[config.mk]
export PLATFORM = sky130hd
export DESIGN_NAME = bcd_to_binary
export DESIGN_NICKNAME = d
export VERILOG_FILES = /design/src/rtl/bcd_to_binary.sv
export SDC_FILE = /design/constraint.sdc
export NUM_CORES = 1
export LEC_CHECK = 0
export ABC_CLOCK_PERIOD_IN_PS = 5600
export CORE_MARGIN = 2
export CORE_UTILIZATION = 45
export CTS_CLUSTER_DIAMETER = 120
export DETAILED_ROUTE_END_ITERATION = 8
export GPL_TIMING_DRIVEN = 0
export PLACE_DENSITY = 0.67
export RECOVER_POWER = 100
export SYNTH_ARGS = -nofsm -noshare
export SYNTH_HDL_FRONTEND = slang
export SYNTH_SLANG_ARGS = --single-unit
[constraint.sdc]
create_clock -name clk -period 5.6 [get_ports clk]
set_input_delay 1.12 -clock clk [delete_from_list [all_inputs] [get_ports clk]]
set_output_delay 1.12 -clock clk [all_outputs]
set_load 0.01 [all_outputs]
[src/rtl/bcd_to_binary.sv]
`default_nettype none
// ============================================================================
// Module   : bcd_to_binary
// Purpose  : Multi-cycle packed-BCD to unsigned binary converter using
//            reverse double-dabble (shift right, subtract 3 from any
//            nibble >= 8). Operands containing a digit > 9 are flagged
//            with err and skip the conversion.
// Revision : 1.0 - initial release
// ============================================================================
module bcd_to_binary #(
  parameter int DIGITS = 8,
  parameter int BIN_W  = 27
) (
  input  logic             clk,
  input  logic             rst,
  input  logic             start,
  input  logic [3:0]       BCD_value [DIGITS-1:0],
  output logic             ready,
  output logic             done,
  output logic             err,
  output logic [BIN_W-1:0] binary_value
);

  localparam int                     c_BCD_W = 4 * DIGITS;
  localparam int                     c_CNT_W = $clog2(BIN_W);
  localparam logic [c_CNT_W-1:0]     c_LAST  = c_CNT_W'(BIN_W - 1);

  typedef enum logic [1:0] {
    S_IDLE   = 2'd0,
    S_SHIFT  = 2'd1,
    S_ADJUST = 2'd2,
    S_FINISH = 2'd3
  } state_t;

  state_t             r_state;
  logic [c_BCD_W-1:0] r_bcd;
  logic [BIN_W-1:0]   r_bin;
  logic [c_CNT_W-1:0] r_cnt;
  logic               r_err;        // error flag of the operand in flight
  logic               r_err_out;    // error flag presented to the consumer
  logic [BIN_W-1:0]   r_binary;

  logic [c_BCD_W-1:0] w_bcd_packed;
  logic [c_BCD_W-1:0] w_bcd_adj;
  logic [BIN_W-1:0]   w_bin_shift;
  logic               w_bad;

  // Flatten the digit array so digit 0 lands in the least significant nibble.
  generate
    for (genvar gi = 0; gi < DIGITS; gi++) begin : g_pack
      assign w_bcd_packed[4*gi +: 4] = BCD_value[gi];
    end
  endgenerate

  // Flag any operand digit outside 0..9.
  always_comb begin
    w_bad = 1'b0;
    for (int i = 0; i < DIGITS; i++) begin
      if (BCD_value[i] > 4'd9) w_bad = 1'b1;
    end
  end

  // Per-nibble correction after a shift: nibbles >= 8 lose 3, no inter-nibble borrow.
  always_comb begin
    w_bcd_adj = r_bcd;
    for (int i = 0; i < DIGITS; i++) begin
      if (r_bcd[4*i+3]) w_bcd_adj[4*i +: 4] = r_bcd[4*i +: 4] - 4'd3;
    end
  end

  // Low bit of the BCD register falls into the MSB of the binary accumulator.
  assign w_bin_shift = {r_bcd[0], r_bin[BIN_W-1:1]};

  // Control FSM and datapath; results are captured on the edge entering FINISH.
  always_ff @(posedge clk or posedge rst) begin
    if (rst) begin
      r_state   <= S_IDLE;
      r_bcd     <= '0;
      r_bin     <= '0;
      r_cnt     <= '0;
      r_err     <= 1'b0;
      r_err_out <= 1'b0;
      r_binary  <= '0;
    end else begin
      case (r_state)
        S_IDLE: begin
          if (start) begin
            if (w_bad) begin
              r_err     <= 1'b1;
              r_bin     <= '0;
              r_err_out <= 1'b1;
              r_binary  <= '0;
              r_state   <= S_FINISH;
            end else begin
              r_bcd   <= w_bcd_packed;
              r_bin   <= '0;
              r_cnt   <= '0;
              r_err   <= 1'b0;
              r_state <= S_SHIFT;
            end
          end
        end
        S_SHIFT: begin
          r_bcd <= {1'b0, r_bcd[c_BCD_W-1:1]};
          r_bin <= w_bin_shift;
          r_cnt <= r_cnt + 1'b1;
          if (r_cnt == c_LAST) begin
            r_binary  <= w_bin_shift;
            r_err_out <= r_err;
            r_state   <= S_FINISH;
          end else begin
            r_state <= S_ADJUST;
          end
        end
        S_ADJUST: begin
          r_bcd   <= w_bcd_adj;
          r_state <= S_SHIFT;
        end
        S_FINISH: begin
          r_state <= S_IDLE;
        end
        default: begin
          r_state <= S_IDLE;
        end
      endcase
    end
  end

  assign ready        = (r_state == S_IDLE);
  assign done         = (r_state == S_FINISH);
  assign err          = r_err_out;
  assign binary_value = r_binary;

`ifndef SYNTHESIS
  // A legal operand always drains the BCD register completely by the last shift.
  always_ff @(posedge clk) begin
    if (!rst && r_state == S_FINISH && !r_err) begin
      assert (r_bcd == '0)
        else $error("bcd_to_binary: residual BCD bits after conversion");
    end
  end
`endif

endmodule
`default_nettype wire

Yosys cells after proc, flatten, opt, wreduce, memory -nomap -nowiden
Cells that the tools add are included.
- muxes and demuxes: 37
- reductions and logical operators: 16
- add/sub/neg operators: 9
- order comparisons: 8
- equal/unequal tests: 16
- operator list (operator ; count):
    27-bit two-way mux ; 4
    27-bit one-hot mux with 2 select lines ; 2
    32-bit one-hot mux with 3 select lines ; 1
    32-bit two-way mux ; 2
    4-bit AND reduction ; 9
    4-bit greater-than comparator (second input constant) ; 8
    4-bit two-way mux ; 8
    4-bit by 2-bit subtractor with 4-bit output (second input constant) ; 8
    2-bit != test (second input constant) ; 11
    1-bit two-way mux ; 13
    5-bit two-way mux ; 2
    5-bit one-hot mux with 2 select lines ; 1
    2-bit one-hot mux with 4 select lines ; 1
    3-bit AND reduction ; 2
    5-bit by 1-bit adder with 5-bit output (second input constant) ; 1
    5-bit equality test (second input constant) ; 1
    2-bit equality test (second input constant) ; 2
    2-bit two-way mux ; 2
    2-bit AND reduction ; 2
    3-bit nonzero test ; 1
    2-bit by 1-bit equality test with 1-bit output (second input constant) ; 1
    2-bit zero test ; 1
    2-bit by 1-bit != test with 1-bit output (second input constant) ; 1
    1-bit one-hot mux with 2 select lines ; 1
    2-bit nonzero test ; 1
- bits in registers: 95
- output and inout bits: 30
- input port bits: 35

Logic depth before layout (Yosys ltp)
Gate-level depths: netlist of the first run.
- depth in word-level cells: 12
- mapped depth: 9
- gate-level depth less buffers: 7

Worst setup path before layout of the first run
OpenSTA, ideal clock, no wires.
- kind: input -> register
- start: input BCD_value[26] (netlist bit)
- end: register r_bcd[11]
- data required time: 5.475 ns
- path buffers: 0
- stages: 5
- data arrival time: 2.408 ns
- slack: 3.067 ns
- cell sequence: o21ai_1 > nand4_2 > or2_4 > a21oi_4 > mux2_4
- word-level cells in the longest chain between the ends: 5
- RTL lines (item ; RTL line ; source):
    from (decl) ; 17 ; input logic [3:0] BCD_value [DIGITS-1:0],
    4-bit greater-than comparator ; 59 ; if (BCD_value[i] > 4'd9) w_bad = 1'b1;
    1-bit two-way mux (2 in a row) ; 59 ;
    2-bit != test (no line) ; -- ;
    3-bit AND reduction (no line) ; -- ;
    to (signal assigned) ; 95 ; r_bcd <= w_bcd_packed;
    to (signal assigned) ; 104 ; r_bcd <= {1'b0, r_bcd[c_BCD_W-1:1]};
    to (signal assigned) ; 116 ; r_bcd <= w_bcd_adj;
    to (decl) ; 36 ; logic [c_BCD_W-1:0] r_bcd;
Every way passes these cells.
A chain may end at the register's enable or synchronous reset.

Worst setup path after layout of the first run
- start: input BCD_value[14] (netlist bit)
- end: register r_bcd[13]
- word-level cells in the longest chain between the ends: 8
- RTL lines (item ; RTL line):
    4-bit greater-than comparator ; 59
    1-bit two-way mux (5 in a row) ; 59
    2-bit != test (no line) ; --
    4-bit AND reduction (no line) ; --
Every way passes these cells.

==> results of run 1 <==
## metrics by stage
stage               power, W  util (%)
floorplan            0.00229         -
global placement     0.00269      54.4
detailed placement   0.00273      54.6
CTS                  0.00318      56.4
global route         0.00341      55.8
finish               0.00315      55.8
## per-layer routing
layer / global-route usage, % / part of all wire (%)
met3: 2.78 / 5.4
met1: 30.0 / 46
met2: 32.6 / 46
met4: 9.98 / 2.2
met5: 0 / 0
## cell families after synthesis
family                     count (synthesis)  share of synthesized area (%)
DFF                                       94                           48.7
muxes                                     26                           6.48
and+or+nand+nor                          121                           12.1
AOI/OAI and AO/OA                        164                           24.0
buffers and inverters                     39                           3.58
xor gates and xnor gates                   8                           1.45
adders and majority gates                 14                           3.63
## critical path: stages
cell and delay (ps):
sky130_fd_sc_hd__dlygate4sd3_1 560, sky130_fd_sc_hd__o21ai_0 330, sky130_fd_sc_hd__nand4_1 300, sky130_fd_sc_hd__o21ai_0 1230, sky130_fd_sc_hd__nand2_1 330, sky130_fd_sc_hd__mux2_2 370
## power by group
group | total, W | switching (W) | leakage (nW) | internal, W
clock | 0.000440 | 0.000251 | 0.0922 | 0.000189
sequential | 0.00107 | 0.000208 | 1.24 | 0.000862
combinational | 0.00164 | 0.000939 | 1.29 | 0.000705
total | 0.00315 | 0.00140 | 2.61 | 0.00176
## synth_stat cells (all sizes together), types with 7 or more instances
master  number  area [µm²]
nor2b       11        68.8
buf         13        75.1
inv         12        45.0
nor2        42         158
clkbuf      14        52.6
mux2        21         263
a22o        61         534
nand3        9        45.0
dfrtp       94        2350
o21ai       27         146
ha          14         175
a21oi       46         241
a31oi        7        43.8
nand2       40         150
## final timing paths
kind / from / end / slack, ps / depth (start not counted)
max: BCD_value[14] / r_bcd[13] / 1610 / 6
min reg2reg: binary_value[25] / binary_value[25] / 500 / 1
max reg2reg: r_state[1] / binary_value[4] / 2720 / 9
min: binary_value[25] / binary_value[25] / 500 / 1
min in group asynchronous: rst / r_bcd[21] / 1850 / 2
max in group asynchronous: rst / binary_value[9] / 2680 / 2
## flip-flops by register name, indices dropped and copies added (netlist names)
| register | cells |
|---|---|
| r_state | 2 |
| r_bin | 26 |
| r_bcd | 32 |
| r_err | 1 |
| err | 1 |
| r_cnt | 5 |
| binary_value | 27 |
## final cells by class
class,count,area share [%]
repair buffers,65,11.4
multi-input cells,333,38.8
clock buffers,11,2.61
well taps,136,2.94
clock inverters,5,0.713
inverters,12,0.799
plain buffers,27,2.07
flip-flops and latches,94,40.6
==> report_table.html, run 1 <==
<table>
<tr><th>Metric</th><th>Value</th></tr>
<tr><th colspan="2">Status</th></tr>
<tr><td>Run status</td><td>finished, violations left</td></tr>
<tr><td>Violated checks</td><td>max-capacitance violations, max-slew violations</td></tr>
<tr><th colspan="2">Floorplanning</th></tr>
<tr><td>Overall die width</td><td>between 100 and 150 µm</td></tr>
<tr><td>Floorplan die height</td><td>between 100 and 150 µm</td></tr>
<tr><td>I/O Pins</td><td>65</td></tr>
<tr><td>Cell Rows</td><td>37</td></tr>
<tr><td>Initial cell density of the core</td><td>46.5%</td></tr>
<tr><td>Die Area</td><td>around 0.012 mm²</td></tr>
<tr><td>Area of the placeable core</td><td>slightly above 0.01 mm²</td></tr>
<tr><th colspan="2">STA</th></tr>
<tr><td>Worst slew margin relative to its limit</td><td>-59.8%</td></tr>
<tr><td>Crit path setup slack, layout</td><td>1610 ps</td></tr>
<tr><td>Final critical-path required period</td><td>roughly 4000 ps</td></tr>
<tr><td>Final slew viol count</td><td>56</td></tr>
<tr><td>Final worst path period share</td><td>between 70% and 80%</td></tr>
<tr><td>Hold WS</td><td>502 ps</td></tr>
<tr><td>Worst Skew</td><td>between 8 and 9 ps</td></tr>
<tr><td>Highest achievable clock rate</td><td>between 200 and 300 MHz</td></tr>
<tr><td>Total of endpoints with negative setup slack in the final report</td><td>0</td></tr>
<tr><td>Aggregate negative setup slack</td><td>0 ps</td></tr>
<tr><td>Final Hold Violating Endpoints</td><td>0</td></tr>
<tr><td>Setup repair after global routing missed its margin</td><td>no</td></tr>
<tr><td>Transition time at the pin with the least slew margin</td><td>2380 ps</td></tr>
<tr><th colspan="2">Final layout</th></tr>
<tr><td>Reg area</td><td>0.00235 mm²</td></tr>
<tr><td>Number of fillers in the final layout</td><td>960</td></tr>
<tr><td>Fraction of layout cells with a size suffix above 1</td><td>9.14%</td></tr>
<tr><td>Multi-input combinational cell area</td><td>around 0.0022 mm²</td></tr>
<tr><td>Final net count</td><td>591</td></tr>
<tr><td>Leading cell types in the layout, fill and taps excluded</td><td>sky130_fd_sc_hd__dfrtp_1 (94), sky130_fd_sc_hd__a22o_1 (61), sky130_fd_sc_hd__a21oi_1 (46)</td></tr>
<tr><td>Filler-free cell count of the finished design</td><td>683</td></tr>
<tr><td>Final antenna diode count</td><td>0</td></tr>
<tr><td>Post-synthesis to final-layout area growth</td><td>20.0%</td></tr>
<tr><td>Cell area after layout</td><td>~0.0058 mm²</td></tr>
<tr><td>Most common cell after layout, fill and taps aside</td><td>sky130_fd_sc_hd__dfrtp_1</td></tr>
<tr><th colspan="2">Setup path</th></tr>
<tr><td>CP Data Required Time</td><td>5860 ps</td></tr>
<tr><td>Critical path endpoint category</td><td>flip-flop</td></tr>
<tr><td>Maximum fanout encountered on the critical timing path</td><td>10</td></tr>
<tr><td>Data arrival time at the worst-slack endpoint</td><td>4240 ps</td></tr>
<tr><td>Critical path class</td><td>input port to flip-flop</td></tr>
<tr><td>Startpoint types</td><td>input port</td></tr>
<tr><th colspan="2">Routing</th></tr>
<tr><td>Drt drc</td><td>0</td></tr>
<tr><td>Drt total wl</td><td>~12000 µm</td></tr>
<tr><td>Routed length per instance</td><td>about 17 µm</td></tr>
<tr><td>Number of vias in the routed layout</td><td>3932</td></tr>
<tr><td>First-pass iteration count of the detailed router</td><td>4</td></tr>
<tr><td>Via-per-instance ratio</td><td>5.76</td></tr>
<tr><td>Final ANT Viol Nets</td><td>0</td></tr>
<tr><td>Initial drt markers</td><td>between 200 and 300</td></tr>
<tr><th colspan="2">Global routing</th></tr>
<tr><td>Maximum number of pins on one net before global-route repair</td><td>56</td></tr>
<tr><td>Initial antenna violation count</td><td>0</td></tr>
<tr><td>Global route overflow</td><td>0</td></tr>
<tr><td>Global router's overall resource usage</td><td>21.3%</td></tr>
<tr><td>Global-route wire length before repair</td><td>19200 µm</td></tr>
<tr><td>Vias in the first global route</td><td>3836</td></tr>
<tr><th colspan="2">Clocking</th></tr>
<tr><td>Post-CTS setup buffers</td><td>0</td></tr>
<tr><td>TritonCTS buffer count</td><td>9</td></tr>
<tr><td>Total number of H-tree levels</td><td>3</td></tr>
<tr><td>Cts repair resizes</td><td>0</td></tr>
<tr><td>Worst-skew pair later-pin latency</td><td>approximately 370 ps</td></tr>
<tr><td>CTS tree</td><td>built</td></tr>
<tr><td>Clock Root Buffer</td><td>sky130_fd_sc_hd__clkbuf_8</td></tr>
<tr><td>Maximum buffer depth of the clock tree</td><td>2</td></tr>
<tr><td>Hold-fix buffer count after cts</td><td>0</td></tr>
<tr><td>Total clock sinks</td><td>between 90 and 100</td></tr>
<tr><td>Clk slew on worst S/H paths</td><td>90 ps</td></tr>
<tr><th colspan="2">Placement</th></tr>
<tr><td>Pre-CTS setup slack</td><td>roughly 2300 ps</td></tr>
<tr><td>Total instance count after detailed placement</td><td>roughly 670</td></tr>
<tr><td>Post-DP Area</td><td>around 0.0057 mm²</td></tr>
<tr><td>Placed wire-length estimate</td><td>8200 µm</td></tr>
<tr><td>Count of input and output buffers</td><td>64</td></tr>
<tr><td>Placer Congestion</td><td>around 0.87</td></tr>
<tr><th colspan="2">Power and ir drop</th></tr>
<tr><td>Cell area power density</td><td>about 540 mW/mm²</td></tr>
<tr><td>Leak Pwr</td><td>2.61 nW</td></tr>
<tr><td>Highest ir drop seen on vdd</td><td>0.302 mV</td></tr>
<tr><th colspan="2">Synthesis</th></tr>
<tr><td>Flops &amp; latches, synth</td><td>between 90 and 100</td></tr>
<tr><td>Proportion of synthesized chip area in sequential cells</td><td>between 40 and 50%</td></tr>
<tr><td>Synthesized Nets</td><td>515</td></tr>
<tr><td>Synth Warn #</td><td>0</td></tr>
<tr><td>Main flop type after synthesis</td><td>sky130_fd_sc_hd__dfrtp_1</td></tr>
<tr><td>Combined area of all synthesized cells</td><td>around 0.0048 mm²</td></tr>
<tr><td>EDFF count, synth</td><td>0</td></tr>
<tr><td>Gate Count Post-Synth</td><td>466</td></tr>
<tr><td>Synth Area per Inst</td><td>around 10 µm²</td></tr>
<tr><td>Post-synthesis cell type count</td><td>43</td></tr>
<tr><td>Share of flip-flops with an asynchronous set or reset after synthesis</td><td>100%</td></tr>
<tr><th colspan="2">Flow run</th></tr>
<tr><td>Number of max-cap violations</td><td>2</td></tr>
<tr><th colspan="2">Hold path</th></tr>
<tr><td>Path category of the worst min-delay check</td><td>flip-flop to flip-flop</td></tr>
</table>
Power figures use the tool's default switching activity.
==> run 2: changes to the inputs <==
Settings changed: ABC_CLOCK_PERIOD_IN_PS 5600 to 3500, PLACE_DENSITY 0.67 to 0.7.
Clock period 5.6 ns to 3.5 ns, I/O delays scaled along.
==> report_table.html, run 2 (synthesis results as in run 1) <==
<table>
<tr><th>Metric</th><th>Value</th></tr>
<tr><th colspan="2">Status</th></tr>
<tr><td>Run status</td><td>complete, no violations</td></tr>
<tr><th colspan="2">Placement</th></tr>
<tr><td>Placer Congestion</td><td>0.880 (+1.4%)</td></tr>
<tr><td>Total instance count after detailed placement</td><td>667 (unchanged)</td></tr>
<tr><td>Post-DP Area</td><td>0.00567 mm² (+0.13%)</td></tr>
<tr><td>Placed wire-length estimate</td><td>8190 µm (-0.16%)</td></tr>
<tr><td>Count of input and output buffers</td><td>64 (unchanged)</td></tr>
<tr><th colspan="2">Final layout</th></tr>
<tr><td>Multi-input combinational cell area</td><td>0.00225 mm² (+0.11%)</td></tr>
<tr><td>Reg area</td><td>0.00235 mm² (unchanged)</td></tr>
<tr><td>Filler-free cell count of the finished design</td><td>682 (-0.15%)</td></tr>
<tr><td>Final net count</td><td>591 (unchanged)</td></tr>
<tr><td>Most common cell after layout, fill and taps aside</td><td>sky130_fd_sc_hd__dfrtp_1</td></tr>
<tr><td>Post-synthesis to final-layout area growth</td><td>20.2%</td></tr>
<tr><td>Register with the most flip-flops</td><td>r_bcd</td></tr>
<tr><td>Fraction of layout cells with a size suffix above 1</td><td>7.88% (-1.3 points)</td></tr>
<tr><td>Flip-flop count of the largest register, all copies and words added</td><td>32 (unchanged)</td></tr>
<tr><td>Cell area after layout</td><td>0.00580 mm² (+0.17%)</td></tr>
<tr><td>Leading cell types in the layout, fill and taps excluded</td><td>sky130_fd_sc_hd__dfrtp_1 (94), sky130_fd_sc_hd__a22o_1 (61), sky130_fd_sc_hd__a21oi_1 (45)</td></tr>
<tr><td>Number of fillers in the final layout</td><td>929 (-3.2%)</td></tr>
<tr><td>Final antenna diode count</td><td>0 (unchanged)</td></tr>
<tr><th colspan="2">Setup path</th></tr>
<tr><td>Critical path class</td><td>input port to flip-flop</td></tr>
<tr><td>Maximum fanout encountered on the critical timing path</td><td>10 (unchanged)</td></tr>
<tr><td>Critical path endpoint category</td><td>flip-flop</td></tr>
<tr><td>Startpoint types</td><td>input port</td></tr>
<tr><td>Data arrival time at the worst-slack endpoint</td><td>3200 ps (-1040 ps)</td></tr>
<tr><td>Cell with the largest stage delay on the worst path</td><td>sky130_fd_sc_hd__o21ai_1</td></tr>
<tr><td>CP Data Required Time</td><td>3740 ps (-2120 ps)</td></tr>
<tr><td>Crit path cell chain</td><td>clkdlybuf4s50_1, o21ai_0, nand4_2, o21ai_1, nand2_1, mux2_2</td></tr>
<tr><td>Delay of the slowest cell on the worst path</td><td>790 ps (-440 ps)</td></tr>
<tr><td>Register-to-register path setup slack</td><td>1040 ps (-1680 ps)</td></tr>
<tr><th colspan="2">STA</th></tr>
<tr><td>Total of endpoints with negative setup slack in the final report</td><td>0 (unchanged)</td></tr>
<tr><td>Final critical-path required period</td><td>2960 ps</td></tr>
<tr><td>Final slew viol count</td><td>0 (-100%)</td></tr>
<tr><td>Worst Skew</td><td>16.1 ps (+7.26 ps)</td></tr>
<tr><td>Worst slew margin relative to its limit</td><td>5.00% (+65 points)</td></tr>
<tr><td>Hold WS</td><td>483 ps (-18.9 ps)</td></tr>
<tr><td>Final Hold Violating Endpoints</td><td>0 (unchanged)</td></tr>
<tr><td>Transition time at the pin with the least slew margin</td><td>1420 ps (-967 ps)</td></tr>
<tr><td>Aggregate negative setup slack</td><td>0 ps (unchanged)</td></tr>
<tr><td>Final worst path period share</td><td>84.6%</td></tr>
<tr><td>Setup repair after global routing missed its margin</td><td>no</td></tr>
<tr><td>Highest achievable clock rate</td><td>338 MHz</td></tr>
<tr><th colspan="2">Clocking</th></tr>
<tr><td>TritonCTS buffer count</td><td>9 (unchanged)</td></tr>
<tr><td>Total clock sinks</td><td>94 (unchanged)</td></tr>
<tr><td>CTS tree</td><td>built</td></tr>
<tr><td>Clk slew on worst S/H paths</td><td>80 ps (about the same)</td></tr>
<tr><td>Clock Root Buffer</td><td>sky130_fd_sc_hd__clkbuf_8</td></tr>
<tr><td>Maximum buffer depth of the clock tree</td><td>2 (unchanged)</td></tr>
<tr><td>Hold-fix buffer count after cts</td><td>0 (unchanged)</td></tr>
<tr><td>Cts repair resizes</td><td>0 (unchanged)</td></tr>
<tr><td>Worst-skew pair later-pin latency</td><td>360 ps (about the same)</td></tr>
<tr><td>Total number of H-tree levels</td><td>3 (unchanged)</td></tr>
<tr><td>Post-CTS setup buffers</td><td>0 (unchanged)</td></tr>
<tr><th colspan="2">Hold path</th></tr>
<tr><td>Path category of the worst min-delay check</td><td>flip-flop to flip-flop</td></tr>
<tr><th colspan="2">Floorplanning</th></tr>
<tr><td>Cell Rows</td><td>37 (unchanged)</td></tr>
<tr><td>Floorplan die height</td><td>108 µm (unchanged)</td></tr>
<tr><td>I/O Pins</td><td>65 (unchanged)</td></tr>
<tr><td>Initial cell density of the core</td><td>46.5% (unchanged)</td></tr>
<tr><td>Overall die width</td><td>108 µm (unchanged)</td></tr>
<tr><td>Die Area</td><td>0.0116 mm² (unchanged)</td></tr>
<tr><td>Area of the placeable core</td><td>0.0104 mm² (unchanged)</td></tr>
<tr><th colspan="2">Routing</th></tr>
<tr><td>Drt total wl</td><td>11600 µm (-0.41%)</td></tr>
<tr><td>Drt drc</td><td>0 (unchanged)</td></tr>
<tr><td>Initial drt markers</td><td>224 (-21%)</td></tr>
<tr><td>Final ANT Viol Nets</td><td>0 (unchanged)</td></tr>
<tr><td>Number of vias in the routed layout</td><td>3977 (+1.1%)</td></tr>
<tr><td>First-pass iteration count of the detailed router</td><td>8 (+4)</td></tr>
<tr><td>Via-per-instance ratio</td><td>5.83 (+1.3%)</td></tr>
<tr><td>Routed length per instance</td><td>16.9 µm (-0.26%)</td></tr>
<tr><th colspan="2">Flow run</th></tr>
<tr><td>Number of max-cap violations</td><td>0 (-2)</td></tr>
<tr><th colspan="2">Global routing</th></tr>
<tr><td>Global-route wire length before repair</td><td>19500 µm (+1.3%)</td></tr>
<tr><td>Vias in the first global route</td><td>3954 (+3.1%)</td></tr>
<tr><td>Global router's overall resource usage</td><td>21.4% (+0.13 points)</td></tr>
<tr><td>Global route overflow</td><td>0 (unchanged)</td></tr>
<tr><td>Maximum number of pins on one net before global-route repair</td><td>68 (+21%)</td></tr>
<tr><td>Initial antenna violation count</td><td>0 (unchanged)</td></tr>
<tr><th colspan="2">Power and ir drop</th></tr>
<tr><td>Highest ir drop seen on vdd</td><td>0.400 mV (+33%)</td></tr>
<tr><td>Cell area power density</td><td>863 mW/mm² (+59%)</td></tr>
<tr><td>Final Power</td><td>0.00501 W (+59%)</td></tr>
<tr><td>Leak Pwr</td><td>2.61 nW (-0.28%)</td></tr>
</table>
[run 2: cell count changes in the layout (fill, tap and decap cells not counted), moves of 2 or more]
cell and delta:
sky130_fd_sc_hd__mux2_1 +7, sky130_fd_sc_hd__clkbuf_1 +2, sky130_fd_sc_hd__clkdlybuf4s50_1 +2, sky130_fd_sc_hd__mux2_2 -2, sky130_fd_sc_hd__mux2_4 -5, sky130_fd_sc_hd__clkbuf_8 -2, sky130_fd_sc_hd__dlygate4sd3_1 -2, sky130_fd_sc_hd__buf_2 -2
[run 2: per-stage QoR]
step                utilization (%)  worst slack [ps]
CTS                            56.5               982
finish                         55.9               541
global route                   55.9               548
global placement               54.4             -1100
floorplan                         -               351
detailed placement             54.7               602
[run 2: cell type report]
class / count / area share, %
inverter: 12 / 0.798
buffer: 27 / 2.03
clock buffer: 9 / 2.14
clock inverter: 6 / 1.23
sequential: 94 / 40.6
multi-input combinational: 333 / 38.8
tap: 136 / 2.93
timing repair buffer: 65 / 11.5
[run 2: worst paths after layout]
kind | from | to | depth (start not counted)
max | BCD_value[6] | r_bcd[1] | 6
min | r_err | r_err | 2
max reg2reg | r_state[0] | r_bin[9] | 9
min reg2reg | r_err | r_err | 2
max in group asynchronous | rst | err | 3
min in group asynchronous | rst | r_bcd[21] | 2
[run 2: report_power, final]
part	leakage (nW)	switching [W]	internal [W]
clock	0.0919	0.000391	0.000331
sequential	1.24	0.000332	0.00138
combinational	1.28	0.00151	0.00106
[run 2: critical path, delay by kind of cell]
family                 cells  cell delay [ps]
AO/OA/AOI/OAI              2             1220
buffers and inverters      1              440
multiplexers               1              350
AND/OR/NAND/NOR            2              490
[run 2: per-layer routing]
metal | up-vias | track usage [%] | routed length [µm]
li1 | 1866 | - | -
met1 | 1929 | 30.7 | 5380
met2 | 166 | 32.7 | 5160
met3 | 16 | 3.69 | 787
met4 | 0 | 7.88 | 219
met5 | - | 0 | 0
==> run 3: changes to the inputs <==
Settings changed: ABC_CLOCK_PERIOD_IN_PS 3500 to 2600.
Clock period 3.5 ns to 2.6 ns, I/O delays scaled along.
==> report_table.html, run 3 (synthesis results as in run 1) <==
<table>
<tr><th>Metric</th><th>Value</th></tr>
<tr><th colspan="2">Clocking</th></tr>
<tr><td>Maximum buffer depth of the clock tree</td><td>2 (unchanged)</td></tr>
<tr><td>Clk slew on worst S/H paths</td><td>100 ps (+20 ps)</td></tr>
<tr><td>CTS tree</td><td>built</td></tr>
<tr><td>Post-CTS setup buffers</td><td>0 (unchanged)</td></tr>
<tr><td>Total clock sinks</td><td>94 (unchanged)</td></tr>
<tr><td>Worst-skew pair later-pin latency</td><td>370 ps (about the same)</td></tr>
<tr><td>Clock Root Buffer</td><td>sky130_fd_sc_hd__clkbuf_8</td></tr>
<tr><td>Cts repair resizes</td><td>0 (unchanged)</td></tr>
<tr><td>Total number of H-tree levels</td><td>3 (unchanged)</td></tr>
<tr><td>TritonCTS buffer count</td><td>9 (unchanged)</td></tr>
<tr><td>Hold-fix buffer count after cts</td><td>0 (unchanged)</td></tr>
<tr><th colspan="2">STA</th></tr>
<tr><td>Final worst path period share</td><td>between 90% and 100%</td></tr>
<tr><td>Final slew viol count</td><td>0 (unchanged)</td></tr>
<tr><td>Crit path setup slack, layout</td><td>161 ps (-380 ps)</td></tr>
<tr><td>Worst Skew</td><td>11.7 ps (-4.41 ps)</td></tr>
<tr><td>Hold WS</td><td>496 ps (+12.3 ps)</td></tr>
<tr><td>Final Hold Violating Endpoints</td><td>0 (unchanged)</td></tr>
<tr><td>Highest achievable clock rate</td><td>between 400 and 500 MHz</td></tr>
<tr><td>Setup repair after global routing missed its margin</td><td>no</td></tr>
<tr><td>Transition time at the pin with the least slew margin</td><td>898 ps (-519 ps)</td></tr>
<tr><td>Worst slew margin relative to its limit</td><td>39.8% (+35 points)</td></tr>
<tr><td>Total of endpoints with negative setup slack in the final report</td><td>0 (unchanged)</td></tr>
<tr><td>Final critical-path required period</td><td>2440 ps</td></tr>
<tr><th colspan="2">Status</th></tr>
<tr><td>Run status</td><td>complete, no violations</td></tr>
<tr><th colspan="2">Power and ir drop</th></tr>
<tr><td>Clock network power share</td><td>17.1% (+2.7 points)</td></tr>
<tr><td>Switching power summed over all nets</td><td>0.00300 W (+34%)</td></tr>
<tr><td>Highest ir drop seen on vdd</td><td>0.677 mV (+69%)</td></tr>
<tr><td>P_int</td><td>0.00396 W (+43%)</td></tr>
<tr><td>Leak Pwr</td><td>2.65 nW (+1.8%)</td></tr>
<tr><td>Share of total power consumed by net switching</td><td>43.1% (-1.5 points)</td></tr>
<tr><td>Cell area power density</td><td>1180 mW/mm² (+37%)</td></tr>
<tr><td>Sequential fraction of design power</td><td>33.0% (-1.1 points)</td></tr>
<tr><td>Comb power frac</td><td>49.9% (-1.5 points)</td></tr>
<tr><th colspan="2">Final layout</th></tr>
<tr><td>Post-synthesis to final-layout area growth</td><td>22.0%</td></tr>
<tr><td>Final net count</td><td>593 (+0.34%)</td></tr>
<tr><td>Flip-flop count of the largest register, all copies and words added</td><td>32 (unchanged)</td></tr>
<tr><td>Number of fillers in the final layout</td><td>940 (+1.2%)</td></tr>
<tr><td>Fraction of layout cells with a size suffix above 1</td><td>9.49% (+1.6 points)</td></tr>
<tr><td>Register with the most flip-flops</td><td>r_bcd</td></tr>
<tr><td>Final antenna diode count</td><td>0 (unchanged)</td></tr>
<tr><td>Leading cell types in the layout, fill and taps excluded</td><td>sky130_fd_sc_hd__dfrtp_1 (94), sky130_fd_sc_hd__a22o_1 (61), sky130_fd_sc_hd__a21oi_1 (45)</td></tr>
<tr><td>Most common cell after layout, fill and taps aside</td><td>sky130_fd_sc_hd__dfrtp_1</td></tr>
<tr><th colspan="2">Routing</th></tr>
<tr><td>Drt total wl</td><td>11400 µm (-1.4%)</td></tr>
<tr><td>Drt drc</td><td>0 (unchanged)</td></tr>
<tr><td>Number of vias in the routed layout</td><td>3928 (-1.2%)</td></tr>
<tr><td>Via-per-instance ratio</td><td>5.74 (-1.5%)</td></tr>
<tr><td>Routed length per instance</td><td>16.6 µm (-1.7%)</td></tr>
<tr><td>Final ANT Viol Nets</td><td>0 (unchanged)</td></tr>
<tr><td>First-pass iteration count of the detailed router</td><td>5 (-3)</td></tr>
<tr><td>Initial drt markers</td><td>303 (+35%)</td></tr>
<tr><th colspan="2">Placement</th></tr>
<tr><td>Placer Congestion</td><td>0.842 (-4.4%)</td></tr>
<tr><td>Pre-CTS setup slack</td><td>-96.5 ps (-699 ps)</td></tr>
<tr><td>Placed wire-length estimate</td><td>8230 µm (+0.54%)</td></tr>
<tr><td>Count of input and output buffers</td><td>64 (unchanged)</td></tr>
<tr><th colspan="2">Floorplanning</th></tr>
<tr><td>Floorplan die height</td><td>108 µm (unchanged)</td></tr>
<tr><td>Die Area</td><td>0.0116 mm² (unchanged)</td></tr>
<tr><td>Cell Rows</td><td>37 (unchanged)</td></tr>
<tr><td>Initial cell density of the core</td><td>46.5% (unchanged)</td></tr>
<tr><td>I/O Pins</td><td>65 (unchanged)</td></tr>
<tr><td>Area of the placeable core</td><td>0.0104 mm² (unchanged)</td></tr>
<tr><td>Overall die width</td><td>108 µm (unchanged)</td></tr>
<tr><th colspan="2">Global routing</th></tr>
<tr><td>Global-route wire length before repair</td><td>18900 µm (-2.8%)</td></tr>
<tr><td>Vias in the first global route</td><td>3800 (-3.9%)</td></tr>
<tr><td>Global router's overall resource usage</td><td>20.8% (-0.64 points)</td></tr>
<tr><td>Initial antenna violation count</td><td>0 (unchanged)</td></tr>
<tr><td>Global route overflow</td><td>0 (unchanged)</td></tr>
<tr><td>Maximum number of pins on one net before global-route repair</td><td>29 (-57%)</td></tr>
<tr><th colspan="2">Setup path</th></tr>
<tr><td>Crit path cell chain</td><td>clkdlybuf4s50_1, o21ai_0, nand4_2, or2_4, a21boi_2, clkbuf_2, a22oi_1</td></tr>
<tr><td>Origin of the critical flop-to-flop path</td><td>r_state[1]</td></tr>
<tr><td>Critical path class</td><td>input port to flip-flop</td></tr>
<tr><td>Delay of the slowest cell on the worst path</td><td>420 ps (-370 ps)</td></tr>
<tr><td>Maximum fanout encountered on the critical timing path</td><td>10 (unchanged)</td></tr>
<tr><td>Cell class contributing the biggest share of worst-path delay</td><td>compound AO/OA/AOI/OAI gates</td></tr>
<tr><td>Buffers and inverters on the worst path</td><td>2 (+1)</td></tr>
<tr><td>Cell with the largest stage delay on the worst path</td><td>sky130_fd_sc_hd__clkdlybuf4s50_1</td></tr>
<tr><td>Register-to-register path setup slack</td><td>200 ps (-840 ps)</td></tr>
<tr><td>CP Data Required Time</td><td>2850 ps (-890 ps)</td></tr>
<tr><td>Data arrival time at the worst-slack endpoint</td><td>2690 ps (-510 ps)</td></tr>
<tr><td>Critical path endpoint category</td><td>flip-flop</td></tr>
<tr><td>Launching instance or port of the critical path</td><td>BCD_value[6]</td></tr>
<tr><td>Startpoint types</td><td>input port</td></tr>
<tr><th colspan="2">Hold path</th></tr>
<tr><td>Path category of the worst min-delay check</td><td>flip-flop to flip-flop</td></tr>
<tr><td>Min-Delay Startpoint</td><td>r_err</td></tr>
<tr><th colspan="2">Flow run</th></tr>
<tr><td>Number of max-cap violations</td><td>0 (unchanged)</td></tr>
</table>
## run 3: cell count changes in the layout (fill, tap and decap cells not counted), moves of 2 or more
cell                        delta
sky130_fd_sc_hd__bufinv_16     +2
sky130_fd_sc_hd__clkbuf_2      +3
sky130_fd_sc_hd__clkbuf_1      -2
sky130_fd_sc_hd__clkinv_4      -2
## run 3: routing by layer
layer | GRT usage (%) | up-vias | part of all wire, %
met3 | 2.60 | 18 | 5.5
met1 | 29.8 | 1909 | 47
met2 | 32.5 | 127 | 46
li1 | - | 1874 | -
met5 | 0 | - | 0
met4 | 7.33 | 0 | 1.4
## run 3: power groups by stage
stage | logic [W] | registers, W | clock network [W]
final | 0.00347 | 0.00230 | 0.00119
after floorplan | 0.00274 | 0.00220 | 0
after global routing | 0.00386 | 0.00237 | 0.00127
after CTS | 0.00359 | 0.00229 | 0.00120
after detailed placement | 0.00359 | 0.00231 | 0
after global placement | 0.00348 | 0.00230 | 0
## run 3: path summary, 6_finish.rpt
kind | endpoint | cells after the start
min reg2reg | r_err | 2
min | r_err | 2
max in group asynchronous | r_bcd[23] | 5
min in group asynchronous | r_cnt[3] | 2
max | err | 7
max reg2reg | r_bcd[23] | 6
## run 3: area by class of cell
| class | count | area (µm²) | share of cell area [%] |
|---|---|---|---|
| buffer | 27 | 121 | 2.06 |
| clock buffer | 9 | 124 | 2.10 |
| clock inverter | 6 | 118 | 2.00 |
| inverter | 12 | 46.3 | 0.786 |
| multi-input combinational | 333 | 2270 | 38.5 |
| sequential | 94 | 2350 | 39.9 |
| tap | 136 | 170 | 2.89 |
| timing repair buffer | 67 | 693 | 11.8 |
## run 3: stage by stage
stage	cell area [µm²]	utilization, %	power [W]	TNS, ps	std cells
after global routing	5890	56.8	0.00750	0	684
after global placement	5640	54.4	0.00578	-6450	666
after detailed placement	5710	55.1	0.00590	-1430	669
after floorplan	4830	-	0.00494	0	466
final	5890	56.8	0.00696	0	684
after CTS	5950	57.4	0.00708	0	684
## run 3: worst reg2reg max path, delay by kind of cell (launching register included)
kind / cells / cell delay, ps
DFF: 1 / 440
muxes: 1 / 320
buffers and inverters: 3 / 1070
adders and majority gates: 1 / 320
AOI/OAI and AO/OA: 1 / 130
